### config.mk
export PLATFORM = sky130hd
export DESIGN_NAME = serial_add_ctrl
export DESIGN_NICKNAME = d
export VERILOG_FILES = /design/src/rtl/serial_add_pkg.sv /design/src/rtl/serial_add_ctrl_full_adder.sv /design/src/rtl/serial_add_ctrl.sv
export SDC_FILE = /design/constraint.sdc
export NUM_CORES = 1
export LEC_CHECK = 0
export CORE_MARGIN = 1
export CORE_UTILIZATION = 34
export CTS_BUF_LIST = sky130_fd_sc_hd__clkbuf_4
export CTS_CLUSTER_DIAMETER = 150
export CTS_CLUSTER_SIZE = 20
export DETAILED_ROUTE_END_ITERATION = 10
export RECOVER_POWER = 50
export SETUP_SLACK_MARGIN = 0.2
export SYNTH_ARGS = -nofsm -noshare
export SYNTH_HDL_FRONTEND = slang
export SYNTH_SLANG_ARGS = --single-unit
### constraint.sdc
create_clock -name clk -period 1.7 [get_ports clk]
set_clock_uncertainty 0.2 [all_clocks]
set_input_delay 0.34 -clock clk [delete_from_list [all_inputs] [get_ports clk]]
set_output_delay 0.34 -clock clk [all_outputs]
set_load 0.05 [all_outputs]
### src/rtl/serial_add_pkg.sv
// Shared types and constants for the bit-serial add/subtract sequencer.
// Holds the FSM state encoding, the op encoding and the default datapath width.
package serial_add_pkg;

  localparam int DATA_W = 10;

  localparam logic OP_ADD = 1'b0;
  localparam logic OP_SUB = 1'b1;

  typedef enum logic [1:0] {
    IDLE = 2'd0,
    RUN  = 2'd1,
    DONE = 2'd2
  } state_t;

endpackage

### src/rtl/serial_add_ctrl_full_adder.sv
// One-bit full adder cell, time-shared by the serial sequencer across all
// operand bits.
module full_adder (
  input  logic a,
  input  logic b,
  input  logic cin,
  output logic sum,
  output logic cout
);

  assign sum  = a ^ b ^ cin;
  assign cout = (a & b) | (a & cin) | (b & cin);

endmodule

### src/rtl/serial_add_ctrl.sv
// Bit-serial add/subtract sequencer: one full_adder cell processes operands
// LSB first, one bit per clock, behind a start/busy/done handshake.
module serial_add_ctrl
  import serial_add_pkg::*;
#(
  parameter int WIDTH = DATA_W
) (
  input  logic             clk,
  input  logic             rst_n,
  input  logic             start,
  input  logic             op,
  input  logic [WIDTH-1:0] a,
  input  logic [WIDTH-1:0] b,
  output logic             busy,
  output logic             done,
  output logic [WIDTH-1:0] result,
  output logic             carry,
  output logic             overflow,
  output logic             zero
);

  localparam int CNT_W = $clog2(WIDTH);
  localparam logic [CNT_W-1:0] LAST_BIT = CNT_W'(WIDTH - 1);

  state_t state;
  state_t state_nxt;

  logic [WIDTH-1:0] sa;
  logic [WIDTH-1:0] sb;
  logic [WIDTH-1:0] sr;
  logic [WIDTH-1:0] sr_shifted;
  logic             c;
  logic [CNT_W-1:0] cnt;

  logic fa_sum;
  logic fa_cout;
  logic last_bit;
  logic cin_msb;
  logic finish;

  full_adder u_fa (
    .a    (sa[0]),
    .b    (sb[0]),
    .cin  (c),
    .sum  (fa_sum),
    .cout (fa_cout)
  );

  assign last_bit   = (cnt == LAST_BIT);
  assign sr_shifted = {fa_sum, sr[WIDTH-1:1]};
  // Carry into the MSB is the carry register's value while the last bit is computed.
  assign cin_msb    = c;
  assign finish     = (state == RUN) && last_bit;

  // NOTE: sequential state uses non-blocking assignments so every register
  // samples pre-edge values regardless of process ordering.
  always_ff @(posedge clk or negedge rst_n) begin
    if (!rst_n) begin
      state <= IDLE;
    end else begin
      state <= state_nxt;
    end
  end

  // NOTE: every always_comb output gets a default first, so no path leaves it
  // unassigned and no latch is inferred.
  always_comb begin
    state_nxt = state;
    unique case (state)
      IDLE:    if (start) state_nxt = RUN;
      RUN:     if (last_bit) state_nxt = DONE;
      DONE:    state_nxt = IDLE;
      default: state_nxt = IDLE;
    endcase
  end

  always_comb begin
    busy = 1'b0;
    done = 1'b0;
    unique case (state)
      RUN:     busy = 1'b1;
      DONE:    done = 1'b1;
      default: ;
    endcase
  end

  // NOTE: the operand shift registers are reset too, so an interrupted
  // operation leaves no stale bits behind after rst_n.
  always_ff @(posedge clk or negedge rst_n) begin
    if (!rst_n) begin
      sa  <= '0;
      sb  <= '0;
      sr  <= '0;
      c   <= 1'b0;
      cnt <= '0;
    end else begin
      unique case (state)
        IDLE: begin
          if (start) begin
            sa  <= a;
            // Subtract is a + ~b + 1: invert at load, the +1 enters as the initial carry.
            sb  <= (op == OP_SUB) ? ~b : b;
            c   <= op;
            cnt <= '0;
            sr  <= '0;
          end
        end
        RUN: begin
          sr  <= sr_shifted;
          sa  <= sa >> 1;
          sb  <= sb >> 1;
          c   <= fa_cout;
          cnt <= cnt + CNT_W'(1);
        end
        default: ;
      endcase
    end
  end

  // Result and flags only move on the edge that completes the last bit.
  always_ff @(posedge clk or negedge rst_n) begin
    if (!rst_n) begin
      result   <= '0;
      carry    <= 1'b0;
      overflow <= 1'b0;
      zero     <= 1'b0;
    end else if (finish) begin
      result   <= sr_shifted;
      carry    <= fa_cout;
      overflow <= cin_msb ^ fa_cout;
      zero     <= (sr_shifted == '0);
    end
  end

endmodule
==> flow_summary_export.csv <==
group,metric,value,unit
run_status,outcome,"finished, violations left",
run_status,violations,"DRC, setup timing",
placed_design,dp_hpwl,3310,um
die,die_area,7120,um^2
grt,grt_max_degree,50,
synthesis,synth.distinct_cells,33,
placed_design,routabilityCongestion,0.731,
finish,n_fill_cell,538,
power_and_ir_drop,p_leak,0.00165,uW
finish,areaGrowthSynthToFinish,61.0,%
power_and_ir_drop,powerDensity,1730,nW/um^2
synthesis,netlist_area,2310,um^2
detailed_routing,drc,8,
detailed_routing,vias,1947,
timing,max_freq,0.546,GHz
detailed_routing,ant_nets,0,
clocking,clk_path_buf_depth,2,
timing,hold_violations,0,
critical_path,required,1.16,ns
job,max-cap-violations,0,
grt,grt-ovfl-total,0,
synthesis,synth-edff-count,0,
clocking,tritoncts,"done",
critical_path,crit_arrival,1.29,ns
timing,setup_viol,21,
timing,worst_slew_pin_slew,0.684,ns
die,die_h,84.4,um
finish,fin_util,57.5,%
critical_path,cp-endpoint,"busy",
critical_path,regToRegEndpoint,"result[3]$_DFFE_PN0P_",
timing,worst_hold_slack,0.313,ns
critical_path,critical-path-max-stage-delay,0.45,ns
synthesis,yosys.area.top_type_share,53.1,%
clocking,cts.htree.levels,2,
placed_design,post_dp_cell_area,3090,um^2
synthesis,yosysMostFrequentCell,"dfrtp_1",
synthesis,netlist_instances,198,
synthesis,syn_nets,225,
grt,grt_pass1_vias,1993,
synthesis,netlist_top_cells_count,"dfrtp_1, nand2_1, o21ai_0",
synthesis,postSynth.asyncResetShare,100,%
finish,drive_above_1_share,45.1,%
critical_path,rrSetupSlack,-0.09,ns
synthesis,synthTopCellsByArea,"dfrtp_1, mux2_4, a22oi_1, a22o_1, xnor2_1",
clocking,cts_buffers,5,
clocking,cts_sinks,49,
detailed_routing,routed_wl,5840,um
timing,fin_crit,1.83,ns
finish,nNetsFinal,323,
die,ios,39,
die,core_area,6460,um^2
critical_path,ff2ff_path_depth,6,
finish,num_antenna_cells,0,
critical_path,worstSetupPathType,"flip-flop to output pin",
critical_path,endpoint_kind,"output pin",
critical_path,reg2reg_from,"state[1]$_DFFE_PN0P_",
synthesis,yosysTopAreaCell,"dfrtp_1",
synthesis,synth.yosys.seq_area_share,53.1,%
critical_path,cp-startpoint,"state[1]$_DFFE_PN0P_",
die,die_w,84.4,um
timing,timing.final.crit_share,108,%
die,start_util,35.7,%
finish,stdcell_area,3710,um^2
timing,final_max_slew_viol_count,0,
detailed_routing,drt-pass1-iter-count,7,
synthesis,ys_seq_elements,49,
synthesis,yosysWarnings,0,
clocking,clkSlewWorstSetupHoldPaths,0.15,ns
grt,antenna_found_initial,0,
grt,grt_pass1_wl,9690,um
timing,rsz0062_at_grt,"yes",
die,rows,29,
detailed_routing,first_iter_violations,90,
synthesis,ys.flop_type,"dfrtp_1",
grt,grtUsageTotal,17.4,%
detailed_routing,avgViaCountPerCell,5.21,
timing,slew_headroom,54.4,%
critical_path,crit_chain,"nand2b_4 > inv_2 > buf_6 > buf_12",
placed_design,place.port_buffers,38,
hold_path,hp-class,"flip-flop to flip-flop",
timing,layout_setup_ws,-0.131,ns
detailed_routing,routedWlPerCell,15.6,um
synthesis,syn_avg_cell_area,11.7,um^2
critical_path,cp_slowest_cell,"dfrtp_1",
critical_path,worst-path-max-fanout,3,
clocking,clock_latency,0.38,ns
critical_path,start_kind,"flip-flop",
clocking,cts_root_buf,"clkbuf_4",
power_and_ir_drop,irDropWorstVdd,0.843,mV
sequential cells by signal (all words and copies together) (netlist names):
register,flops
overflow,1
c,1
sa,10
zero,1
result,10
cnt,4
state,2
carry,1
sr,9
sb,10
cell usage in the layout, fill, tap and decap left out, drive strengths merged, types with 5 or more instances in the layout:
cell / n
a21oi: 12
a22o: 10
a22oi: 12
buf: 79
clkbuf: 8
clkdlybuf4s50: 22
dfrtp: 49
mux2: 14
nand2: 19
nor2: 5
nor2b: 12
o21ai: 14
o221ai: 5
xnor2: 9
power breakdown:
| group | switching (uW) | internal (uW) | leakage (uW) |
|---|---|---|---|
| Sequential | 429 | 1630 | 0.000638 |
| Clock | 385 | 174 | 0.0000354 |
| Combinational | 1630 | 2170 | 0.000980 |
worst max-delay path, delay by kind of cell, from the launching register on:
kind | cells | cell delay, ns
buffers and inverters | 3 | 0.30
flip-flops | 1 | 0.45
AND/OR/NAND/NOR | 1 | 0.16
final cells by class:
class / count / area, um^2 / share of cell area, %
inverters: 2 / 7.51 / 0.202
clock buffers: 6 / 45.0 / 1.21
multi-input cells: 134 / 1160 / 31.1
clock inverters: 2 / 10.0 / 0.270
repair buffers: 104 / 1170 / 31.5
flip-flops and latches: 49 / 1230 / 33.1
well taps: 77 / 96.3 / 2.59
layer usage:
metal  global-route usage (%)  vias to the layer above  share of wire [%]
li1                         -                      915                  -
met1                     23.1                      973                 45
met2                     28.9                       54                 50
met3                     3.54                        5                3.7
met4                     5.55                        0               0.98
met5                        0                        -                  0
through the flow:
step	total power [uW]	setup WS, ns	cells	setup TNS, ns
final	6420	-0.131	374	-1.38
after CTS	6230	-0.102	367	-0.717
after floorplan	3620	0.00230	198	0
after global placement	4830	-0.156	325	-2.11
after detailed placement	4880	-0.193	325	-2.98
after global routing	6810	-0.188	374	-2.27
what timing repair did:
action,4_1_cts,5_1_grt
hold buffers,1,0
cloned,3,1
endpoints found under the setup margin,53,64
gates resized for setup,50,25
pin swaps,16,10
hold endpoints to repair,49,0
buffers inserted,30,6
cell families after synthesis:
logic type      Yosys count  share of synthesized area [%]
mux                      14                           8.30
compound gates           61                           18.1
flops                    49                           53.1
buf+inv                  16                           4.01
fa+ha+maj                 3                           1.95
simple gates             44                           10.4
xor+xnor                 11                           4.18
worst min path at each step:
stage / start / end / slack, ns / depth (start not counted)
detailed placement: rst_n / result[1]$_DFFE_PN0P_ / 0.15 / 2
floorplan: rst_n / c$_DFFE_PN0P_ / -0.16 / 0
global placement: rst_n / result[2]$_DFFE_PN0P_ / 0.15 / 2
global route: sa[3]$_DFFE_PN0P_ / sa[3]$_DFFE_PN0P_ / 0.34 / 2
CTS: rst_n / result[1]$_DFFE_PN0P_ / 0.27 / 3
finish: sb[4]$_DFFE_PN0P_ / sb[4]$_DFFE_PN0P_ / 0.31 / 2
No activity file was read; power rests on OpenSTA's default activity.
